**src/rtl/gray_pkg.sv**
```systemverilog
// ---------------------------------------------------------------------------
// gray_pkg
// Shared definitions for the Gray-code counter family.
//   DEFAULT_WIDTH : default counter / Gray word width
//   MAX_WIDTH     : widest word bin2gray can handle
//   gray_state_t  : counter FSM states (RUN, SAT_HI, SAT_LO)
//   bin2gray      : binary to reflected Gray conversion
// ---------------------------------------------------------------------------
package gray_pkg;

    localparam int DEFAULT_WIDTH = 4;
    localparam int MAX_WIDTH     = 32;

    typedef enum logic [1:0] {
        RUN    = 2'd0,
        SAT_HI = 2'd1,
        SAT_LO = 2'd2
    } gray_state_t;

    // Callers zero-extend into MAX_WIDTH and size-cast the result back down,
    // so one function serves every counter width up to MAX_WIDTH.
    function automatic logic [MAX_WIDTH-1:0] bin2gray(input logic [MAX_WIDTH-1:0] b);
        return b ^ (b >> 1);
    endfunction

endpackage

```
**src/rtl/gray_step_counter.sv**
```systemverilog
// ---------------------------------------------------------------------------
// gray_step_counter
// Registered up/down Gray-code counter with synchronous parallel load and
// wrap-or-saturate behaviour at the ends of the binary range.
//
// Parameters
//   WIDTH : counter and Gray word width (>= 2, <= gray_pkg::MAX_WIDTH)
//   WRAP  : 1 = wrap around at the range ends, 0 = saturate there
//
// Ports
//   clk      in   rising-edge clock
//   rst_n    in   asynchronous active-low reset
//   en       in   step request, one step per cycle while high
//   up       in   direction, 1 = increment, 0 = decrement (binary domain)
//   load     in   synchronous load strobe, wins over en
//   load_val in   binary value to load
//   g        out  registered Gray-coded count
//   tc       out  registered terminal-count flag for the current direction
//   wrap     out  registered one-cycle pulse on wrap-around
//   sat      out  registered, high while held at a range end (WRAP = 0)
// ---------------------------------------------------------------------------
module gray_step_counter
    import gray_pkg::*;
#(
    parameter int WIDTH = DEFAULT_WIDTH,
    parameter bit WRAP  = 1'b1
) (
    input  logic             clk,
    input  logic             rst_n,
    input  logic             en,
    input  logic             up,
    input  logic             load,
    input  logic [WIDTH-1:0] load_val,
    output logic [WIDTH-1:0] g,
    output logic             tc,
    output logic             wrap,
    output logic             sat
);

    localparam logic [WIDTH-1:0] MAX = '1;
    localparam logic [WIDTH-1:0] ONE = WIDTH'(1);

    logic [WIDTH-1:0] bcnt;
    logic [WIDTH-1:0] bcnt_next;
    gray_state_t      state;
    gray_state_t      state_next;
    logic             wrap_next;
    logic             tc_next;

    // Next-state decode. Priority is load, then en, then hold. The range
    // ends are detected explicitly so wrap-around never depends on the
    // adder truncating. Saturation parks the counter at the end it ran
    // into; stepping away from that end simply resumes normal counting.
    always_comb begin
        bcnt_next  = bcnt;
        state_next = state;
        wrap_next  = 1'b0;
        tc_next    = 1'b0;

        if (load) begin
            bcnt_next  = load_val;
            state_next = RUN;
        end else if (en) begin
            if (up) begin
                if (bcnt != MAX) begin
                    bcnt_next  = bcnt + ONE;
                    state_next = RUN;
                end else if (WRAP) begin
                    bcnt_next = '0;
                    wrap_next = 1'b1;
                end else begin
                    state_next = SAT_HI;
                end
            end else begin
                if (bcnt != '0) begin
                    bcnt_next  = bcnt - ONE;
                    state_next = RUN;
                end else if (WRAP) begin
                    bcnt_next = MAX;
                    wrap_next = 1'b1;
                end else begin
                    state_next = SAT_LO;
                end
            end
        end

        // Terminal count looks at the value we are about to hold and the
        // direction presented this cycle, so it is refreshed on hold edges
        // too and follows a direction change one cycle later.
        tc_next = up ? (bcnt_next == MAX) : (bcnt_next == '0);
    end

    // All state and every output is registered on the same edge. g is
    // derived from bcnt_next rather than bcnt so it stays aligned with the
    // binary count and only ever moves by a single bit per step.
    always_ff @(posedge clk or negedge rst_n) begin
        if (!rst_n) begin
            bcnt  <= '0;
            state <= RUN;
            g     <= '0;
            tc    <= 1'b0;
            wrap  <= 1'b0;
            sat   <= 1'b0;
        end else begin
            bcnt  <= bcnt_next;
            state <= state_next;
            g     <= WIDTH'(bin2gray(MAX_WIDTH'(bcnt_next)));
            tc    <= tc_next;
            wrap  <= wrap_next;
            sat   <= (state_next != RUN);
        end
    end

endmodule

```
**config.mk**
```make
export PLATFORM = sky130hd
export DESIGN_NAME = gray_step_counter
export DESIGN_NICKNAME = d
export VERILOG_FILES = /design/src/rtl/gray_pkg.sv /design/src/rtl/gray_step_counter.sv
export SDC_FILE = /design/constraint.sdc
export NUM_CORES = 1
export LEC_CHECK = 0
export ABC_AREA = 1
export ABC_CLOCK_PERIOD_IN_PS = 3720
export CAP_MARGIN = 0
export CORE_AREA = 5 5 52 54
export DETAILED_ROUTE_END_ITERATION = 8
export DIE_AREA = 0 0 57 59
export GPL_TIMING_DRIVEN = 0
export SYNTH_ARGS = -nofsm -noshare
export SYNTH_HDL_FRONTEND = slang
export SYNTH_SLANG_ARGS = --single-unit
```
**constraint.sdc**
```tcl
create_clock -name clk -period 3.72 [get_ports clk]
set_clock_uncertainty 0.2 [all_clocks]
set_input_delay 0.372 -clock clk [delete_from_list [all_inputs] [get_ports clk]]
set_output_delay 0.372 -clock clk [all_outputs]
set_load 0.01 [all_outputs]
```
==> impl_metrics.csv <==
group,metric,value,unit
floorplan,dieArea,3360,sq um
grt,grt_usage,0.103,
sta,period_needed,2070,ps
sta,max_freq,484,MHz
grt,antenna_found_initial,0,
logic_synthesis,synthTopCellsByArea,"dfrtp_1 42%, nand2_1 11%, inv_1 9.3%",
cts,htreeDepth,1,
logic_synthesis,synth.most_common_cell,"nand2_1",
logic_synthesis,synth_edf_count,0,
cts,hold_buffers,0,
routing,vias,640,
logic_synthesis,synthCells,96,
logic_synthesis,ys_top_cells_by_count,"22 x nand2_1, 18 x inv_1, 12 x dfrtp_1",
final_layout,antenna_cells,0,
placed_design,dp_hpwl,1.22,mm
critical_path,crit_arrival,2020,ps
logic_synthesis,async_reset_ff_frac,1.00,
sta,final_hold_viol_count,0,
sta,relSlewSlack,0.650,
logic_synthesis,synth_flop_cell,"dfrtp_1",
logic_synthesis,syn-cell-area,723,sq um
grt,grt_max_degree,13,
routing,drt_iter0_drc,14,
sta,rsz0062_at_grt,"false",
grt,grt_pass1_wl,2.76,mm
outcome,status,"finished clean",
logic_synthesis,synth_top_area_frac,0.415,
sta,timing.final.crit_share,0.556,
min_path,hp-class,"primary input to register",
cts,cts_sinks,12,
critical_path,critPathMaxStageDelay,650,ps
sta,final_max_slew_viol_count,0,
floorplan,die_width,57,um
routing,drt_pass1_iterations,4,
floorplan,top_level_ports,16,
routing,vias_per_cell,4.54,
logic_synthesis,ys_warn_count,0,
logic_synthesis,synthDistinctLibCells,18,
routing,finalWirelength,1.55,mm
cts,cts_buffers,3,
critical_path,crit_required,3670,ps
critical_path,start_kind,"primary input",
sta,hold_ws,208,ps
critical_path,critPathMostFrequentCell,"nand2_2",
critical_path,crit_type,"primary input to register",
critical_path,crit_slowest_cell,"clkdlybuf4s50_1",
logic_synthesis,synth_nets,109,
min_path,worstHoldStart,"load",
logic_synthesis,synth-seq-cells,12,
final_layout,final_cell_area,921,sq um
final_layout,drive_gt1_frac,0.133,
critical_path,crit_path_start,"up",
routing,wire_per_inst,11.0,um
sta,setup_tns,0,ps
logic_synthesis,synth_top_area_cell,"dfrtp_1",
grt,grt-ovfl-total,0,
cts,cts_root_buf,"clkbuf_4",
logic_synthesis,avgSynthCellArea,7.53,sq um
run,cap_violations,0,
routing,ant_nets,0,
power,leakagePower,0.473,nW
critical_path,cp-end-kind,"register",
floorplan,row_count,17,
routing,drc,0,
power,ir_drop,0.273,mV
floorplan,core,2170,sq um
placed_design,port_buffers,14,
sta,worst_slew_pin_slew,524,ps
placed_design,place_area,898,sq um
cts,cts_tree,"built",
floorplan,dieHeight,59,um
final_layout,final_util,0.424,
floorplan,start_util,0.333,
final_layout,area_growth_syn_to_layout,27.3,%
cts,postCtsSetupBuffers,0,
power,powerDensity,357,nW/um^2
cts,clockBufferDepth,2,
critical_path,cp_cell_sequence,"clkdlybuf4s50_1 > nand2_2 > nand2_2 > nand2_2 > xor2_2 > o21ai_2 > inv_1 > ha_1 > nand3_1 > nand2_1",
sta,setup_viol,0,
final_layout,fin_nets,128,
critical_path,regToRegStartpoint,"bcnt[0]$_DFF_PN0_",
placed_design,gp_congestion,0.864,
critical_path,cp_max_fo,6,
logic_synthesis,ys_seq_area_frac,0.415,
cts,clk_pin_slew,70,ps
cts,insertion_delay,260,ps
cts,postCtsResizedCells,0,
grt,grt_pass1_vias,624,
==> per-stage QoR <==
step / cells / setup WS (ps) / total power [W]
floorplan: 96 / 1910 / 0.000213
finish: 141 / 1650 / 0.000328
global placement: 138 / 1400 / 0.000255
global route: 141 / 1520 / 0.000354
detailed placement: 138 / 1390 / 0.000257
CTS: 141 / 1670 / 0.000332
==> placed cells by master, fill, tap and decap left out <==
master	count
nand2_1	22
inv_1	18
clkdlybuf4s50_1	14
dfrtp_1	12
nand3_1	10
nor2_1	8
a21oi_1	5
nand2_2	4
ha_1	4
clkbuf_4	3
or2_2	2
o21ai_0	2
nand4_1	2
buf_2	1
inv_2	1
xor2_2	1
o21ai_2	1
a21oi_2	1
o211ai_1	1
buf_4	1
==> cell type report <==
cell class              count  area, sq um
fillers                   237         1250
multi-input cells          63          339
flip-flops and latches     12          300
repair buffers             14          140
inverters                  19         71.3
well taps                  28         35.0
clock buffers               3         22.5
plain buffers               2         12.5
==> state kept, by name, indices dropped and copies added, names as in the netlist <==
register / flops
bcnt: 4
g: 3
sat: 1
state: 2
tc: 1
wrap: 1
==> per-layer routing <==
metal  part of all wire  track usage
met1               0.43        0.127
met3              0.065       0.0414
met4             0.0045       0.0199
met5                  0            0
met2               0.50        0.173
==> worst paths after layout <==
kind	to	slack, ps	cells past startpoint
worst min register to register	state[1]$_DFF_PN0_	300	2
worst max-delay path	tc$_DFF_PN0_	1650	10
min in group asynchronous	g[0]$_DFF_PN0_	250	1
worst max register to register	tc$_DFF_PN0_	1670	11
max in group asynchronous	bcnt[3]$_DFF_PN0_	2720	1
worst min-delay path	wrap$_DFF_PN0_	210	2
==> power breakdown <==
part | leakage (nW) | switching, W | total, W | internal [W]
clock network | 0.0138 | 0.0000365 | 0.0000738 | 0.0000373
logic | 0.309 | 0.0000539 | 0.000101 | 0.0000466
registers | 0.151 | 0.0000106 | 0.000154 | 0.000143
==> worst max-delay path, delay by kind of cell <==
| kind | cells | cell delay, ps |
|---|---|---|
| xor gates and xnor gates | 1 | 160 |
| adders and majority gates | 1 | 190 |
| buffers and inverters | 2 | 710 |
| AOI/OAI and AO/OA | 1 | 160 |
| and+or+nand+nor | 5 | 410 |
==> cell families (layout without fill, tap and decap cells) <==
| group | after synthesis | count (layout) | synth area share |
|---|---|---|---|
| compound gates | 10 | 10 | 0.0830 |
| xor+xnor | 1 | 1 | 0.0225 |
| fa+ha+maj | 4 | 4 | 0.0692 |
| buf+inv | 21 | 38 | 0.116 |
| flops | 12 | 12 | 0.415 |
| simple gates | 48 | 48 | 0.294 |
(Power assumes the default switching activity.)
